### src/rtl/masked_rand_pkg.sv
// Shared types and LFSR constants for masked_rand_scheduler.
// The EXHAUSTED state exists only when MRS_USE_LIMIT_EN is defined.
package masked_rand_pkg;

   localparam int LFSR_W = 31;
   localparam int TAP_HI = 30;
   localparam int TAP_LO = 27;
   localparam logic [LFSR_W-1:0] SEED_ZERO_SUB = 31'h1;

   typedef enum logic [1:0] {
      ST_UNSEEDED,
      ST_WARMUP,
      ST_SERVE
`ifdef MRS_USE_LIMIT_EN
      , ST_EXHAUSTED
`endif
   } state_t;

   // An all-zero seed would lock the LFSR, so it is swapped for a fixed non-zero value.
   function automatic logic [LFSR_W-1:0] fix_seed(input logic [LFSR_W-1:0] value);
      return (value == '0) ? SEED_ZERO_SUB : value;
   endfunction

endpackage

### src/rtl/mrs_rr_arbiter.sv
// Combinational round-robin pick: first set req bit at or after ptr, wrapping modulo NREQ.
module mrs_rr_arbiter #(
   parameter int NREQ = 4,
   localparam int IDX_W = $clog2(NREQ)
) (
   input  logic [NREQ-1:0]  req,
   input  logic [IDX_W-1:0] ptr,
   output logic [NREQ-1:0]  win,
   output logic [IDX_W-1:0] win_idx,
   output logic             any
);

   int j;

   always_comb begin
      win     = '0;
      win_idx = '0;
      any     = 1'b0;
      j       = 0;
      for (int off = 0; off < NREQ; off++) begin
         j = int'(ptr) + off;
         if (j >= NREQ) j = j - NREQ;
         if (!any && req[j]) begin
            any     = 1'b1;
            win[j]  = 1'b1;
            win_idx = IDX_W'(j);
         end
      end
   end

endmodule

### src/rtl/masked_rand_scheduler.sv
// Seeded LFSR randomness source shared round-robin among masked gadgets.
// Define MRS_USE_LIMIT_EN to cap grants per seed and raise a sticky alarm.
module masked_rand_scheduler
   import masked_rand_pkg::*;
#(
   parameter int NREQ      = 4,
   parameter int RBITS     = 3,
   parameter int WARMUP    = 64,
   parameter int USE_LIMIT = 1024
) (
   input  logic              clk,
   input  logic              rst_n,
   input  logic              seed_valid,
   input  logic [30:0]       seed,
   output logic              seed_ready,
   input  logic [NREQ-1:0]   req,
   output logic [NREQ-1:0]   gnt,
   output logic [RBITS-1:0]  rnd,
   output logic              ready,
   output logic              alarm
);

   localparam int PTR_W = $clog2(NREQ);
   localparam logic [7:0] WARM_LAST = 8'((WARMUP > 0) ? WARMUP - 1 : 0);
   localparam state_t LOAD_STATE = (WARMUP == 0) ? ST_SERVE : ST_WARMUP;

   if (NREQ < 2 || NREQ > 8 || RBITS < 1 || RBITS > 8 ||
       WARMUP < 0 || WARMUP > 255 || USE_LIMIT < 1) begin : g_param_check
      $error("masked_rand_scheduler: parameter out of range");
   end

   state_t              state;
   logic [LFSR_W-1:0]   s;
   logic [LFSR_W-1:0]   s_one;
   logic [LFSR_W-1:0]   s_multi;
   logic [RBITS-1:0]    rnd_next;
   logic [7:0]          warm_cnt;
   logic [PTR_W-1:0]    ptr;
   logic [PTR_W-1:0]    win_idx;
   logic [NREQ-1:0]     win;
   logic                any_req;
   logic                load;

   assign seed_ready = (state != ST_WARMUP);
   assign ready      = (state == ST_SERVE);
   assign load       = seed_valid && seed_ready;
   assign s_one      = {s[LFSR_W-2:0], s[TAP_HI] ^ s[TAP_LO]};

   // A grant consumes RBITS consecutive feedback bits in one cycle.
   always_comb begin
      s_multi  = s;
      rnd_next = '0;
      for (int i = 0; i < RBITS; i++) begin
         rnd_next[i] = s_multi[TAP_HI] ^ s_multi[TAP_LO];
         s_multi     = {s_multi[LFSR_W-2:0], rnd_next[i]};
      end
   end

   mrs_rr_arbiter #(.NREQ(NREQ)) u_arb (
      .req     (req),
      .ptr     (ptr),
      .win     (win),
      .win_idx (win_idx),
      .any     (any_req)
   );

`ifdef MRS_USE_LIMIT_EN
   localparam int GCNT_W = $clog2(USE_LIMIT + 1);
   localparam logic [GCNT_W-1:0] GCNT_LAST = GCNT_W'(USE_LIMIT - 1);
   logic [GCNT_W-1:0] gcnt;
   logic              alarm_q;
   assign alarm = alarm_q;
`else
   assign alarm = 1'b0;
`endif

   // Seed loads override everything else; otherwise warm up or serve by state.
   always_ff @(posedge clk or negedge rst_n) begin
      if (!rst_n) begin
         state    <= ST_UNSEEDED;
         s        <= SEED_ZERO_SUB;
         warm_cnt <= '0;
         ptr      <= '0;
         gnt      <= '0;
         rnd      <= '0;
`ifdef MRS_USE_LIMIT_EN
         gcnt     <= '0;
         alarm_q  <= 1'b0;
`endif
      end else begin
         gnt <= '0;
         if (load) begin
            s        <= fix_seed(seed);
            warm_cnt <= '0;
            state    <= LOAD_STATE;
`ifdef MRS_USE_LIMIT_EN
            gcnt     <= '0;
            alarm_q  <= 1'b0;
`endif
         end else begin
            case (state)
               ST_WARMUP: begin
                  s <= s_one;
                  if (warm_cnt == WARM_LAST) begin
                     warm_cnt <= '0;
                     state    <= ST_SERVE;
                  end else begin
                     warm_cnt <= warm_cnt + 8'd1;
                  end
               end
               ST_SERVE: begin
                  if (any_req) begin
                     gnt <= win;
                     rnd <= rnd_next;
                     s   <= s_multi;
                     ptr <= (win_idx == PTR_W'(NREQ - 1)) ? '0 : win_idx + 1'b1;
`ifdef MRS_USE_LIMIT_EN
                     gcnt <= gcnt + 1'b1;
                     if (gcnt == GCNT_LAST) begin
                        state   <= ST_EXHAUSTED;
                        alarm_q <= 1'b1;
                     end
`endif
                  end
               end
               default: ;
            endcase
         end
      end
   end

endmodule

### config.mk
export PLATFORM = sky130hd
export DESIGN_NAME = masked_rand_scheduler
export DESIGN_NICKNAME = d
export VERILOG_FILES = /design/src/rtl/masked_rand_pkg.sv /design/src/rtl/mrs_rr_arbiter.sv /design/src/rtl/masked_rand_scheduler.sv
export SDC_FILE = /design/constraint.sdc
export NUM_CORES = 1
export LEC_CHECK = 0
export BUFFER_PORTS_ARGS = -buffer_cell sky130_fd_sc_hd__buf_2
export CAP_MARGIN = 20
export CORE_ASPECT_RATIO = 0.5
export CORE_MARGIN = 3
export CORE_UTILIZATION = 55
export CTS_BUF_LIST = sky130_fd_sc_hd__clkbuf_4 sky130_fd_sc_hd__clkbuf_8 sky130_fd_sc_hd__clkbuf_16
export CTS_CLUSTER_DIAMETER = 120
export DETAILED_ROUTE_END_ITERATION = 12
export PLACE_DENSITY = 0.88
export SYNTH_ARGS = -nofsm -noshare
export SYNTH_HDL_FRONTEND = slang
export SYNTH_SLANG_ARGS = --single-unit
export TNS_END_PERCENT = 100
### constraint.sdc
create_clock -name clk -period 6.6 [get_ports clk]
set_input_delay 0.66 -clock clk [delete_from_list [all_inputs] [get_ports clk]]
set_output_delay 0.66 -clock clk [all_outputs]
set_load 0.005 [all_outputs]
# Word level (Yosys, flattened, before mapping)
# Cells that the tools add are included.
# classes
n_addsub	9
order_cmp	12
n_eq_ne	6
mux	50
n_bitwise	7
n_reduce_logical	18
# ops
op	count
$ge A32 B1 Y1 const B	4
$lt A32 B4 Y1 const B	4
$mux W32	4
$ge A32 B4 Y1 const B	3
$sub A32 B4 Y32 const B	3
$mux W31	3
$pmux W31 S2	1
$logic_not A31 Y1	1
$mux W4	7
$mux W8	3
$mux W1	16
$mux W2	8
$or A4 B4 Y4	3
$add A8 B1 Y8 const B	1
$bmux W1 S2	4
$demux W1 S2	4
$eq A8 B6 Y1 const B	1
$logic_and A1 B1 Y1	8
$add A2 B2 Y3 const B	2
$eq A2 B2 Y1 const B	2
$reduce_and A2 Y1	2
$reduce_bool A2 Y1	2
$sub A2 B3 Y4 const B	1
$add A2 B1 Y3 const B	1
10 further kinds	14
# word_totals
reg_bits	50
inputBits	38

# Depth between registers and ports, before layout
# depth
depth_word	18
mapped_depth	10
ltp_nobuf	8

# Modules after synthesis
# A second synthesis with hierarchy kept.
# unflattened
cells_unflattened	318
hier_area_um2	3216.8
# modules_own_cells
module	instances	cells_per_inst	area_each_um2	seq_area_each_um2
masked_rand_scheduler	1	270	2756.4	1252.5
mrs_rr_arbiter	1	48	460.4	0.0

# Worst setup path before layout
# OpenSTA, ideal clock, no wires.
# synth_timing
path_kind	register -> register
from	register ptr[0]
to	register ptr[1]
t_arrival_ns	2.223
t_required_ns	6.477
slack_ns	4.254
stages_incl_launch_ff	11
period_less_slack_ns	2.346
cell_sequence	dfrtp_1 buf_6 inv_1 ha_1 buf_6 mux4_2 nor2b_4 o21ai_2 o21a_2 xnor2_1 o21ai_1
# synth_between
elab_chain_cells	17
elab_cells_between_ends	45
# synth_lines
element	line_no	text
from (decl)	masked_rand_scheduler.sv:38	logic [PTR_W-1:0] ptr;
from (signal assigned)	masked_rand_scheduler.sv:116	ptr <= (win_idx == PTR_W'(NREQ - 1)) ? '0 : win_idx + 1'b1;
branches (longest 17 deep; another with $sub A32 B4 Y32)	-	
# Several ways; the timed one is not identified. The select of a mux whose other input is x is not followed.
# A chain may end at the register's enable or synchronous reset.

# Worst setup path after layout
# Ends and elaborated chain as after synthesis.

==> impl_results.md <==
- Status: finished clean
- Final wirelength: ~7000 um
- Critical Path AT: a little over 3000 ps
- N_diodes: 0
- Seq cells post-synth: 50
- RSZ-0062 raised after global routing: no
- Crit Path Category: flip-flop to flip-flop
- Fillers: about 450
- Max-cap viol count: 0
- Chip width: between 100 and 150 um
- Clk_skew: around 9.5 ps
- Clk root buf: clkbuf_8
- Number of global-route vias before repair: between 2000 and 3000
- # nets final: 465
- Slowest stage delay, CP: around 760 ps
- Area growth syn-to-layout: 9.61%
- # setup viols final: 0
- Ys Warns: 0
- Total grt overflow: 0
- Row count: 18
- Max-slew violation count: 0
- Net switching power: 711 uW
- Post-Syn Instances: slightly below 400
- Relative slew margins: 0.387
- Tmin final: 2870 ps
- Clock share of power: 0.120
- Commonest non-fill, non-tap cell in the layout: a21oi_1
- Crit end category: flip-flop
- Startpoint types: flip-flop
- Switching Share: 0.450
- Placer Congestion: between 0.8 and 0.9
- Sequential area share after synthesis: 0.408
- Initial DRC count: 223
- Core area: between 5000 and 6000 um2
- Design Area, Final: 3370 um2
- Port Buf Inserts: 46
- Fmax: about 350 MHz
- Most frequent cells in the layout: a21oi_1 (88), nand2_1 (80), dfrtp_1 (49), buf_2 (46), nor2_1 (44)
- Quantity of hold-fixing buffers added after cts: 0
- Clock Sinks: 50
- # IOs: 48
- Final TNS setup: 0 ps
- HPWL after DPL: approximately 4600 um
- PostCTS Resize Cnt: 0
- Layout cell share with drive strength beyond 1: 0.165
- # DRC: 0
- DR pass1 iterations: 5
- Critical-path top delay cell: dfrtp_1
- Pint: 868 uW
- Post-CTS Setup Inserts: 0
- H-tree depth: 2
- First-pass GRT wire length: around 12000 um
- GR Util All Layers: 0.210
- Die area: between 6000 and 7000 um2
- CTS tree: built
- Number of vias per cell: between 5 and 6
- Max FO, Critical Path: 17
- Fin crit share: 0.434
- Initial Util: 0.596
- Final Hold Vio Count: 0
- Clk slew on worst S/H paths: roughly 90 ps
- EDFF count, synth: 0
- LEAKAGE: between 0.0015 and 0.002 uW
- Power density of the placed cells: ~470 nW/um2
- Largest net degree at the start of global routing: roughly 50
- CTS max path bufs: 2
- Worst-skew pair later-pin latency: approximately 300 ps
- IR drop worst, VDD: 0.241 mV
- Initial antenna violation count: 0
- Syn Nets: 436
- Logic pwr share: 0.521
- Avg WL per Cell: around 14 um
- Die Y: between 50 and 60 um
- Antenna-violating nets left: 0
- Via count: between 2000 and 3000
- Syn_area_per_cell: between 7 and 8 um2
- Post-synth cell types: 50
- FFs w/ async S/R, synth: 1.00
- Flop pwr share: 0.359
- Worst endpoint required time: 6780 ps
- Measured slew at the worst slew-check pin: slightly above 900 ps
- Min-delay worst type: primary input to asynchronous set/reset pin
- Placed cell areas: approximately 3300 um2
- Crit path cell chain: inv_1, ha_1, mux4_2, nor2b_4, o21ai_2, o21a_2, xnor2_1, o21ai_1
- CTS buffer count: 5
- Mapped Area: between 3000 and 4000 um2
- Post-synth top flop: dfrtp_1
-- cell usage after synthesis, types with 2 or more instances --
master,count,area [um2]
ha_1,5,62.6
inv_1,2,7.51
a21oi_1,88,440
nand2b_1,3,18.8
a221oi_1,4,35.0
clkbuf_1,12,45.0
nor2_1,44,165
xnor2_1,3,26.3
inv_2,3,11.3
nor3b_1,3,22.5
o21ai_0,11,55.1
nor3_1,3,15.0
nand2_1,80,300
mux4_2,2,45.0
o21a_1,2,15.0
buf_4,4,30.0
buf_6,2,22.5
nor4_1,7,43.8
buf_2,10,50.1
mux2i_1,3,30.0
nand4_1,3,18.8
dfrtp_1,49,1230
a22oi_1,4,30.0
and3_1,3,18.8
a211oi_1,2,15.0
o21ai_1,14,70.1
and2_1,2,12.5
nand3_1,2,10.0
and3b_1,2,17.5
-- metal layers --
layer | track usage | share of wire | up-vias
li1 | - | - | 1420
met1 | 0.301 | 0.48 | 1373
met2 | 0.338 | 0.45 | 98
met3 | 0.0411 | 0.062 | 6
met4 | 0.0433 | 0.0069 | 0
met5 | 0 | 0 | -
-- through the flow --
stage	utilization	hold WS [ps]	total power (uW)	instances	setup WS [ps]
5_1_grt	0.653	508	1740	493	3560
3_3_place_gp	0.635	459	1360	485	3890
6_report	0.653	456	1580	493	3730
2_1_floorplan	-	364	1240	393	4250
3_5_place_dp	0.635	468	1380	485	3780
4_1_cts	0.653	480	1570	493	3750
-- critical path: cells and delay by family, from the launching register on --
family	cells	cell delay (ps)
compound gates	3	290
simple gates	1	200
flops	1	760
xor+xnor	1	170
fa+ha+maj	1	480
buf+inv	1	210
mux	1	630
-- final timing paths --
path / startpoint / endpoint / slack, ps / cells past startpoint
max in group asynchronous: rst_n / s[13]$_DFFE_PN0P_ / 5710 / 2
min in group clk: rnd[0]$_DFFE_PN0P_ / rnd[0]$_DFFE_PN0P_ / 490 / 2
max: ptr[0]$_DFFE_PN0P_ / ptr[1]$_DFFE_PN0P_ / 3730 / 8
min reg2reg: rnd[0]$_DFFE_PN0P_ / rnd[0]$_DFFE_PN0P_ / 490 / 2
max reg2reg: ptr[0]$_DFFE_PN0P_ / ptr[1]$_DFFE_PN0P_ / 3730 / 8
min: rst_n / gnt[1]$_DFF_PN0_ / 460 / 2
-- layout make-up --
| cell class | instances | area (um2) | share of cell area |
|---|---|---|---|
| flip-flops and latches | 50 | 1250 | 0.372 |
| clock buffers | 6 | 82.6 | 0.0245 |
| well taps | 70 | 87.6 | 0.0260 |
| inverters | 5 | 18.8 | 0.00557 |
| clock inverters | 2 | 12.5 | 0.00371 |
| multi-input cells | 310 | 1650 | 0.491 |
| repair buffers | 50 | 260 | 0.0773 |
-- cells by family (layout without fill, tap and decap cells) --
group | count (synthesis) | in the layout | synth area share
other cells | 1 | 1 | 0.00122
mux | 7 | 7 | 0.0354
compound gates | 136 | 136 | 0.247
flops | 50 | 50 | 0.408
fa+ha+maj | 5 | 5 | 0.0204
xor+xnor | 4 | 4 | 0.0114
buf+inv | 33 | 63 | 0.0542
simple gates | 157 | 157 | 0.223
-- state kept, by name (all words and copies together), names as in the netlist --
register and cells:
gnt 4, ptr 2, rnd 3, s 31
state 2, warm_cnt 8
-- power by group through the flow --
stage               clock [uW]  sequential (uW)  combinational, uW
floorplan                    0              529                708
global placement             0              565                797
detailed placement           0              569                814
CTS                        192              563                820
global route               206              591                939
finish                     189              566                823
Note: power is estimated with default switching activity, not from simulation.
